<file path="src/rtl/rr_slave_port_if.sv">
// Bundle of the four-master request side, the single slave side and the error flags
// that surround the rr_slave_port stage.
interface rr_slave_port_if #(
  parameter int AW = 4,
  parameter int DW = 8
);
  logic [3:0]      gnt;
  logic [3:0]      m_valid;
  logic [3:0]      m_we;
  logic [4*AW-1:0] m_addr;
  logic [4*DW-1:0] m_wdata;
  logic [3:0]      m_ready;
  logic [3:0]      m_rvalid;
  logic [DW-1:0]   m_rdata;
  logic            s_valid;
  logic            s_we;
  logic [AW-1:0]   s_addr;
  logic [DW-1:0]   s_wdata;
  logic            s_ready;
  logic            s_rvalid;
  logic [DW-1:0]   s_rdata;
  logic            gnt_err;
  logic            rsp_err;

  // The port stage itself
  modport slave (
    input  gnt, m_valid, m_we, m_addr, m_wdata, s_ready, s_rvalid, s_rdata,
    output m_ready, m_rvalid, m_rdata, s_valid, s_we, s_addr, s_wdata, gnt_err, rsp_err
  );

  // Arbiter, masters and downstream slave as seen from outside the stage
  modport master (
    output gnt, m_valid, m_we, m_addr, m_wdata, s_ready, s_rvalid, s_rdata,
    input  m_ready, m_rvalid, m_rdata, s_valid, s_we, s_addr, s_wdata, gnt_err, rsp_err
  );
endinterface

</file>
<file path="src/rtl/rr_slave_port.sv">
// Grant-selected request register onto one slave port, with an owner FIFO that routes
// in-order read responses back to the master that issued each read.
module rr_slave_port #(
  parameter int AW   = 4,
  parameter int DW   = 8,
  parameter int OSTD = 4
) (
  input logic          clk,
  input logic          rst,
  rr_slave_port_if.slave bus
);
  localparam int PW = $clog2(OSTD);
  localparam int CW = PW + 1;

  logic            s_valid_q, s_valid_d;
  logic            s_we_q, s_we_d;
  logic [AW-1:0]   s_addr_q, s_addr_d;
  logic [DW-1:0]   s_wdata_q, s_wdata_d;
  logic [1:0]      s_own_q, s_own_d;
  logic [3:0]      m_rvalid_q, m_rvalid_d;
  logic [DW-1:0]   m_rdata_q, m_rdata_d;
  logic            gnt_err_q, gnt_err_d;
  logic            rsp_err_q, rsp_err_d;
  logic [CW-1:0]   cnt_q, cnt_d;
  logic [PW-1:0]   wr_ptr_q, wr_ptr_d;
  logic [PW-1:0]   rd_ptr_q, rd_ptr_d;
  logic [1:0]      own_mem [OSTD];

  logic            onehot;
  logic [1:0]      sel;
  logic            slot_free;
  logic [CW-1:0]   ost;
  logic            rd_ok;
  logic [3:0]      m_ready;
  logic            accept;
  logic            push;
  logic            pop;
  logic [1:0]      head;

  // Grant decode and ready generation
  always_comb begin
    onehot = (bus.gnt != 4'd0) && ((bus.gnt & (bus.gnt - 4'd1)) == 4'd0);
    sel    = 2'd0;
    for (int i = 0; i < 4; i++) begin
      if (bus.gnt[i]) sel = 2'(i);
    end
    slot_free = !s_valid_q || bus.s_ready;
    // A pop in this same cycle is deliberately not credited, keeping m_ready off s_rvalid
    ost   = cnt_q + CW'(s_valid_q && !s_we_q);
    rd_ok = (ost < CW'(OSTD));
    for (int i = 0; i < 4; i++) begin
      m_ready[i] = bus.gnt[i] && onehot && slot_free && (bus.m_we[i] || rd_ok);
    end
    accept = bus.m_valid[sel] && m_ready[sel];
  end

  // Output register and owner FIFO bookkeeping
  always_comb begin
    s_valid_d = s_valid_q;
    s_we_d    = s_we_q;
    s_addr_d  = s_addr_q;
    s_wdata_d = s_wdata_q;
    s_own_d   = s_own_q;
    if (accept) begin
      s_valid_d = 1'b1;
      s_we_d    = bus.m_we[sel];
      s_addr_d  = bus.m_addr[sel*AW +: AW];
      s_wdata_d = bus.m_wdata[sel*DW +: DW];
      s_own_d   = sel;
    end else if (s_valid_q && bus.s_ready) begin
      s_valid_d = 1'b0;
    end

    push     = s_valid_q && bus.s_ready && !s_we_q;
    pop      = bus.s_rvalid && (cnt_q != '0);
    head     = own_mem[rd_ptr_q];
    wr_ptr_d = push ? wr_ptr_q + PW'(1) : wr_ptr_q;
    rd_ptr_d = pop  ? rd_ptr_q + PW'(1) : rd_ptr_q;
    cnt_d    = cnt_q + CW'(push) - CW'(pop);

    m_rvalid_d = pop ? (4'b0001 << head) : 4'b0000;
    m_rdata_d  = pop ? bus.s_rdata : m_rdata_q;
    gnt_err_d  = (bus.gnt != 4'd0) && !onehot;
    rsp_err_d  = rsp_err_q || (bus.s_rvalid && (cnt_q == '0));
  end

  always_ff @(posedge clk or negedge rst) begin
    if (!rst) begin
      s_valid_q  <= 1'b0;
      s_we_q     <= 1'b0;
      s_addr_q   <= '0;
      s_wdata_q  <= '0;
      s_own_q    <= 2'd0;
      m_rvalid_q <= 4'd0;
      m_rdata_q  <= '0;
      gnt_err_q  <= 1'b0;
      rsp_err_q  <= 1'b0;
      cnt_q      <= '0;
      wr_ptr_q   <= '0;
      rd_ptr_q   <= '0;
    end else begin
      s_valid_q  <= s_valid_d;
      s_we_q     <= s_we_d;
      s_addr_q   <= s_addr_d;
      s_wdata_q  <= s_wdata_d;
      s_own_q    <= s_own_d;
      m_rvalid_q <= m_rvalid_d;
      m_rdata_q  <= m_rdata_d;
      gnt_err_q  <= gnt_err_d;
      rsp_err_q  <= rsp_err_d;
      cnt_q      <= cnt_d;
      wr_ptr_q   <= wr_ptr_d;
      rd_ptr_q   <= rd_ptr_d;
    end
  end

  // Entry storage needs no reset: the pointers and count define what is valid
  always_ff @(posedge clk) begin
    if (push) own_mem[wr_ptr_q] <= s_own_q;
  end

  assign bus.m_ready  = m_ready;
  assign bus.m_rvalid = m_rvalid_q;
  assign bus.m_rdata  = m_rdata_q;
  assign bus.s_valid  = s_valid_q;
  assign bus.s_we     = s_we_q;
  assign bus.s_addr   = s_addr_q;
  assign bus.s_wdata  = s_wdata_q;
  assign bus.gnt_err  = gnt_err_q;
  assign bus.rsp_err  = rsp_err_q;
endmodule

</file>
<file path="src/flat_wrapper.sv">
// flat-port wrapper written by rule: the top's interface ports become plain ports
module rr_slave_port_flat 
#(
  parameter int AW   = 4,
  parameter int DW   = 8,
  parameter int OSTD = 4
)
  (clk, rst, bus_gnt, bus_m_valid, bus_m_we, bus_m_addr, bus_m_wdata, bus_s_ready, bus_s_rvalid, bus_s_rdata, bus_m_ready, bus_m_rvalid, bus_m_rdata, bus_s_valid, bus_s_we, bus_s_addr, bus_s_wdata, bus_gnt_err, bus_rsp_err);
  rr_slave_port_if #(.AW(AW), .DW(DW)) bus_i ();
  input logic clk;
  input logic rst;
  input wire logic [$bits(bus_i.gnt)-1:0] bus_gnt;
  input wire logic [$bits(bus_i.m_valid)-1:0] bus_m_valid;
  input wire logic [$bits(bus_i.m_we)-1:0] bus_m_we;
  input wire logic [$bits(bus_i.m_addr)-1:0] bus_m_addr;
  input wire logic [$bits(bus_i.m_wdata)-1:0] bus_m_wdata;
  input wire logic [$bits(bus_i.s_ready)-1:0] bus_s_ready;
  input wire logic [$bits(bus_i.s_rvalid)-1:0] bus_s_rvalid;
  input wire logic [$bits(bus_i.s_rdata)-1:0] bus_s_rdata;
  output wire logic [$bits(bus_i.m_ready)-1:0] bus_m_ready;
  output wire logic [$bits(bus_i.m_rvalid)-1:0] bus_m_rvalid;
  output wire logic [$bits(bus_i.m_rdata)-1:0] bus_m_rdata;
  output wire logic [$bits(bus_i.s_valid)-1:0] bus_s_valid;
  output wire logic [$bits(bus_i.s_we)-1:0] bus_s_we;
  output wire logic [$bits(bus_i.s_addr)-1:0] bus_s_addr;
  output wire logic [$bits(bus_i.s_wdata)-1:0] bus_s_wdata;
  output wire logic [$bits(bus_i.gnt_err)-1:0] bus_gnt_err;
  output wire logic [$bits(bus_i.rsp_err)-1:0] bus_rsp_err;
  assign bus_i.gnt = bus_gnt;
  assign bus_i.m_valid = bus_m_valid;
  assign bus_i.m_we = bus_m_we;
  assign bus_i.m_addr = bus_m_addr;
  assign bus_i.m_wdata = bus_m_wdata;
  assign bus_i.s_ready = bus_s_ready;
  assign bus_i.s_rvalid = bus_s_rvalid;
  assign bus_i.s_rdata = bus_s_rdata;
  assign bus_m_ready = bus_i.m_ready;
  assign bus_m_rvalid = bus_i.m_rvalid;
  assign bus_m_rdata = bus_i.m_rdata;
  assign bus_s_valid = bus_i.s_valid;
  assign bus_s_we = bus_i.s_we;
  assign bus_s_addr = bus_i.s_addr;
  assign bus_s_wdata = bus_i.s_wdata;
  assign bus_gnt_err = bus_i.gnt_err;
  assign bus_rsp_err = bus_i.rsp_err;
  rr_slave_port #(.AW(AW), .DW(DW), .OSTD(OSTD)) u_core (.clk(clk), .rst(rst), .bus(bus_i));
endmodule
</file>
<file path="config.mk">
export PLATFORM = sky130hd
export DESIGN_NAME = rr_slave_port_flat
export DESIGN_NICKNAME = d
export VERILOG_FILES = /design/src/rtl/rr_slave_port_if.sv /design/src/rtl/rr_slave_port.sv /design/src/flat_wrapper.sv
export SDC_FILE = /design/constraint.sdc
export NUM_CORES = 1
export LEC_CHECK = 0
export ABC_AREA = 1
export BUFFER_PORTS_ARGS = -buffer_cell sky130_fd_sc_hd__buf_4
export CAP_MARGIN = 10
export CORE_AREA = 2 2 69 136
export DETAILED_ROUTE_END_ITERATION = 8
export DIE_AREA = 0 0 71 138
export GPL_ROUTABILITY_DRIVEN = 1
export PLACE_DENSITY = 0.51
export SLEW_MARGIN = 15
export SYNTH_ARGS = -nofsm -noshare
export SYNTH_HDL_FRONTEND = slang
export SYNTH_SLANG_ARGS = --single-unit
</file>
<file path="constraint.sdc">
create_clock -name clk -period 4.3 [get_ports clk]
set_input_delay 0.645 -clock clk [delete_from_list [all_inputs] [get_ports clk]]
set_output_delay 0.645 -clock clk [all_outputs]
set_load 0.03 [all_outputs]
</file>
==> impl_metrics.env <==
export IMPL_fin_area_um2=3500
export IMPL_leakage_uw=0.00184
export IMPL_worst_pin_slew_ps=687
export IMPL_hold_violations=0
export IMPL_ir_worst_vdd_v=0.000173
export IMPL_fin_skew_ps=5.38
export IMPL_regToRegSetupSlack_ps=1690
export IMPL_worstSkewPairLatency_ps=280
export IMPL_worstSetupPathType="reg2reg"
export IMPL_cts_buffer_depth=2
export IMPL_grt_pass1_vias=2460
export IMPL_start_util=0.287
export IMPL_multi_input_area_um2=1140
export IMPL_crit_path_end_kind="flip-flop"
export IMPL_ctsResizeCount=0
export IMPL_htreeDepth=2
export IMPL_outcome="finished clean"
export IMPL_hpwl_um=5770
export IMPL_regArea_um2=1170
export IMPL_cts_sinks=45
export IMPL_seq_power_share=0.375
export IMPL_num_antenna_cells=0
export IMPL_worstPathRequired_ps=4510
export IMPL_synth_nets=407
export IMPL_drv_cap=0
export IMPL_grt_max_degree=38
export IMPL_synth_seq_cells=45
export IMPL_grt_antenna_before_repair=0
export IMPL_vias=2464
export IMPL_drtIter0Drc=115
export IMPL_worstReg2RegStart="u_core.cnt_q[1]"
export IMPL_nFillCells=948
export IMPL_power_density_nw_per_um2=533
export IMPL_io_buffers=103
export IMPL_cp_startpoint="u_core.cnt_q[1]"
export IMPL_setup_viol=0
export IMPL_maxSlewHeadroom=0.541
export IMPL_dpl_cell_area_um2=3360
export IMPL_p_sw_uw=757
export IMPL_synth_area_leaders="dfrtp_1 36%, nand2_1 9.6%, edfxtp_1 9.4%"
export IMPL_hold_class="in2async"
export IMPL_r2r_end="u_core.cnt_q[2]"
export IMPL_finalCritPeriodShare=0.608
export IMPL_yosys_warnings=0
export IMPL_gp_congestion=0.772
export IMPL_drive_above_1_share=0.282
export IMPL_area_growth_pct=37.3
export IMPL_synthFlopType="dfrtp_1"
export IMPL_avgSynthCellArea_um2=7.77
export IMPL_async_flop_share=0.822
export IMPL_p_sw_frac=0.406
export IMPL_internal_power_uw=1110
export IMPL_synth_top_area_share=0.363
export IMPL_grt_pass1_wl_um=11700
export IMPL_synth_cell_types=31
export IMPL_postCtsHoldBufs=0
export IMPL_netlist_top_cells_count="65 x nand2_1, 58 x nor2_1, 38 x nand3_1"
export IMPL_root_buffer="clkbuf_16"
export IMPL_arrival_ps=2820
export IMPL_cts_tree="built"
export IMPL_rsz0062_at_grt="no"
export IMPL_path_clk_slew_ps=60
export IMPL_dieArea_um2=9800
export IMPL_fin_crit_ps=2610
export IMPL_netlist_area_um2=2550
export IMPL_start_kind="flip-flop"
export IMPL_gr_usage_all_layers=0.150
export IMPL_route_detailed_drc=0
export IMPL_core_um2=8890
export IMPL_die_y_um=138
export IMPL_antenna_left=0
export IMPL_layout_nets=504
export IMPL_drtPass1Iterations=4
export IMPL_r2r_cells=11
export IMPL_fmaxAchievable_ghz=0.383
export IMPL_routedWlPerCell_um=13.4
export IMPL_wl_um=7080
export IMPL_critPathMaxFanout=12
export IMPL_fp_dieW_um=71
export IMPL_combPwrFrac=0.430
export IMPL_synth_most_common_cell="nand2_1"
export IMPL_grt_overflow=0
export IMPL_yosysTopAreaCell="dfrtp_1"
export IMPL_seq_area_frac_synth=0.458
export IMPL_vias_per_cell=4.67
export IMPL_synth_edff_count=8
export IMPL_io_pins=104
export IMPL_drv_slew=0
export IMPL_setup_tns_ps=0
export IMPL_cts_setup_buffers=0
export IMPL_syn_inst=328
export IMPL_p_clk_frac=0.196
export IMPL_numCtsBuffers=5
export IMPL_fp_row_count=49
## kinds of logic after synthesis
logic type	after synthesis	share of synthesized area
compound gates	51	0.113
xor+xnor	4	0.0138
fa+ha+maj	7	0.0373
buf+inv	51	0.0933
flops	45	0.458
simple gates	170	0.284
## worst max-delay path, stage by stage, from the launching register on
cell	delay, ps
dfrtp_1	440
nor2_1	150
nand2_1	60
nand2_1	280
inv_1	280
ha_1	350
inv_1	50
ha_1	120
inv_1	40
fa_1	380
xnor2_1	210
xor2_1	160
## how the worst max path moves through the flow
stage                                  to  slack [ps]  cells after the start
after global routing      u_core.cnt_q[2]        1380                     11
final                     u_core.cnt_q[2]        1690                     11
after detailed placement  u_core.cnt_q[2]        1560                     10
after CTS                 u_core.cnt_q[2]        1620                     11
after global placement    u_core.cnt_q[2]        1600                     10
after floorplan           u_core.cnt_q[2]        1950                     10
## stage by stage
step | utilization | power, µW | std cells | hold WS [ps] | worst slack [ps]
floorplan | - | 1200 | 328 | 349 | 1950
global placement | 0.377 | 1510 | 520 | 473 | 1600
detailed placement | 0.377 | 1520 | 520 | 468 | 1560
CTS | 0.394 | 1890 | 528 | 338 | 1620
global route | 0.394 | 2000 | 528 | 359 | 1380
finish | 0.394 | 1860 | 528 | 306 | 1690
## final cells by class
| type | count | area share |
|---|---|---|
| clock buffers | 5 | 0.0358 |
| clock inverters | 3 | 0.00501 |
| inverters | 38 | 0.0415 |
| multi-input cells | 232 | 0.327 |
| flip-flops and latches | 45 | 0.333 |
| well taps | 102 | 0.0365 |
| repair buffers | 103 | 0.221 |
## power groups by stage
stage | clock [µW] | combinational [µW] | sequential, µW
after floorplan | 0 | 315 | 881
after global placement | 0 | 800 | 708
after detailed placement | 0 | 811 | 709
after CTS | 376 | 815 | 703
after global routing | 391 | 888 | 721
final | 365 | 801 | 698
## routing by layer
layer | vias to the layer above | wire length, µm | GRT usage
met1 | 1134 | 2530 | 0.153
li1 | 1251 | - | -
met5 | - | 0 | 0
met2 | 70 | 4110 | 0.292
met3 | 9 | 244 | 0.0175
met4 | 0 | 187 | 0.0685
## cells in the final DEF, fill, tap and decap left out
master,n
nand2_2,2
nand3b_1,1
o21ai_4,1
a21oi_4,1
edfxtp_1,8
clkbuf_16,5
inv_1,34
clkinv_1,2
nor2_1,58
nand3_2,1
a31o_2,1
buf_4,103
a32oi_1,1
a221oi_1,1
nand2_1,65
nand3_1,38
inv_4,1
clkinv_4,1
dfrtp_1,37
clkinv_2,1
inv_2,2
o21ai_0,27
o21ai_1,9
ha_1,6
fa_1,1
xor2_1,3
nand4_1,4
a21oi_1,10
nand3_4,1
xnor2_1,1
## sequential cells by signal, summed over array words and instances (netlist names)
register	flops
u_core.bus.m_rdata	8
u_core.bus.s_wdata	8
u_core.own_mem	8
u_core.bus.m_rvalid	4
u_core.bus.s_addr	4
u_core.cnt_q	3
u_core.rd_ptr_q	2
u_core.s_own_q	2
u_core.wr_ptr_q	2
u_core.bus.gnt_err	1
u_core.bus.rsp_err	1
u_core.bus.s_valid	1
u_core.bus.s_we	1
Power figures use the tool's default switching activity.
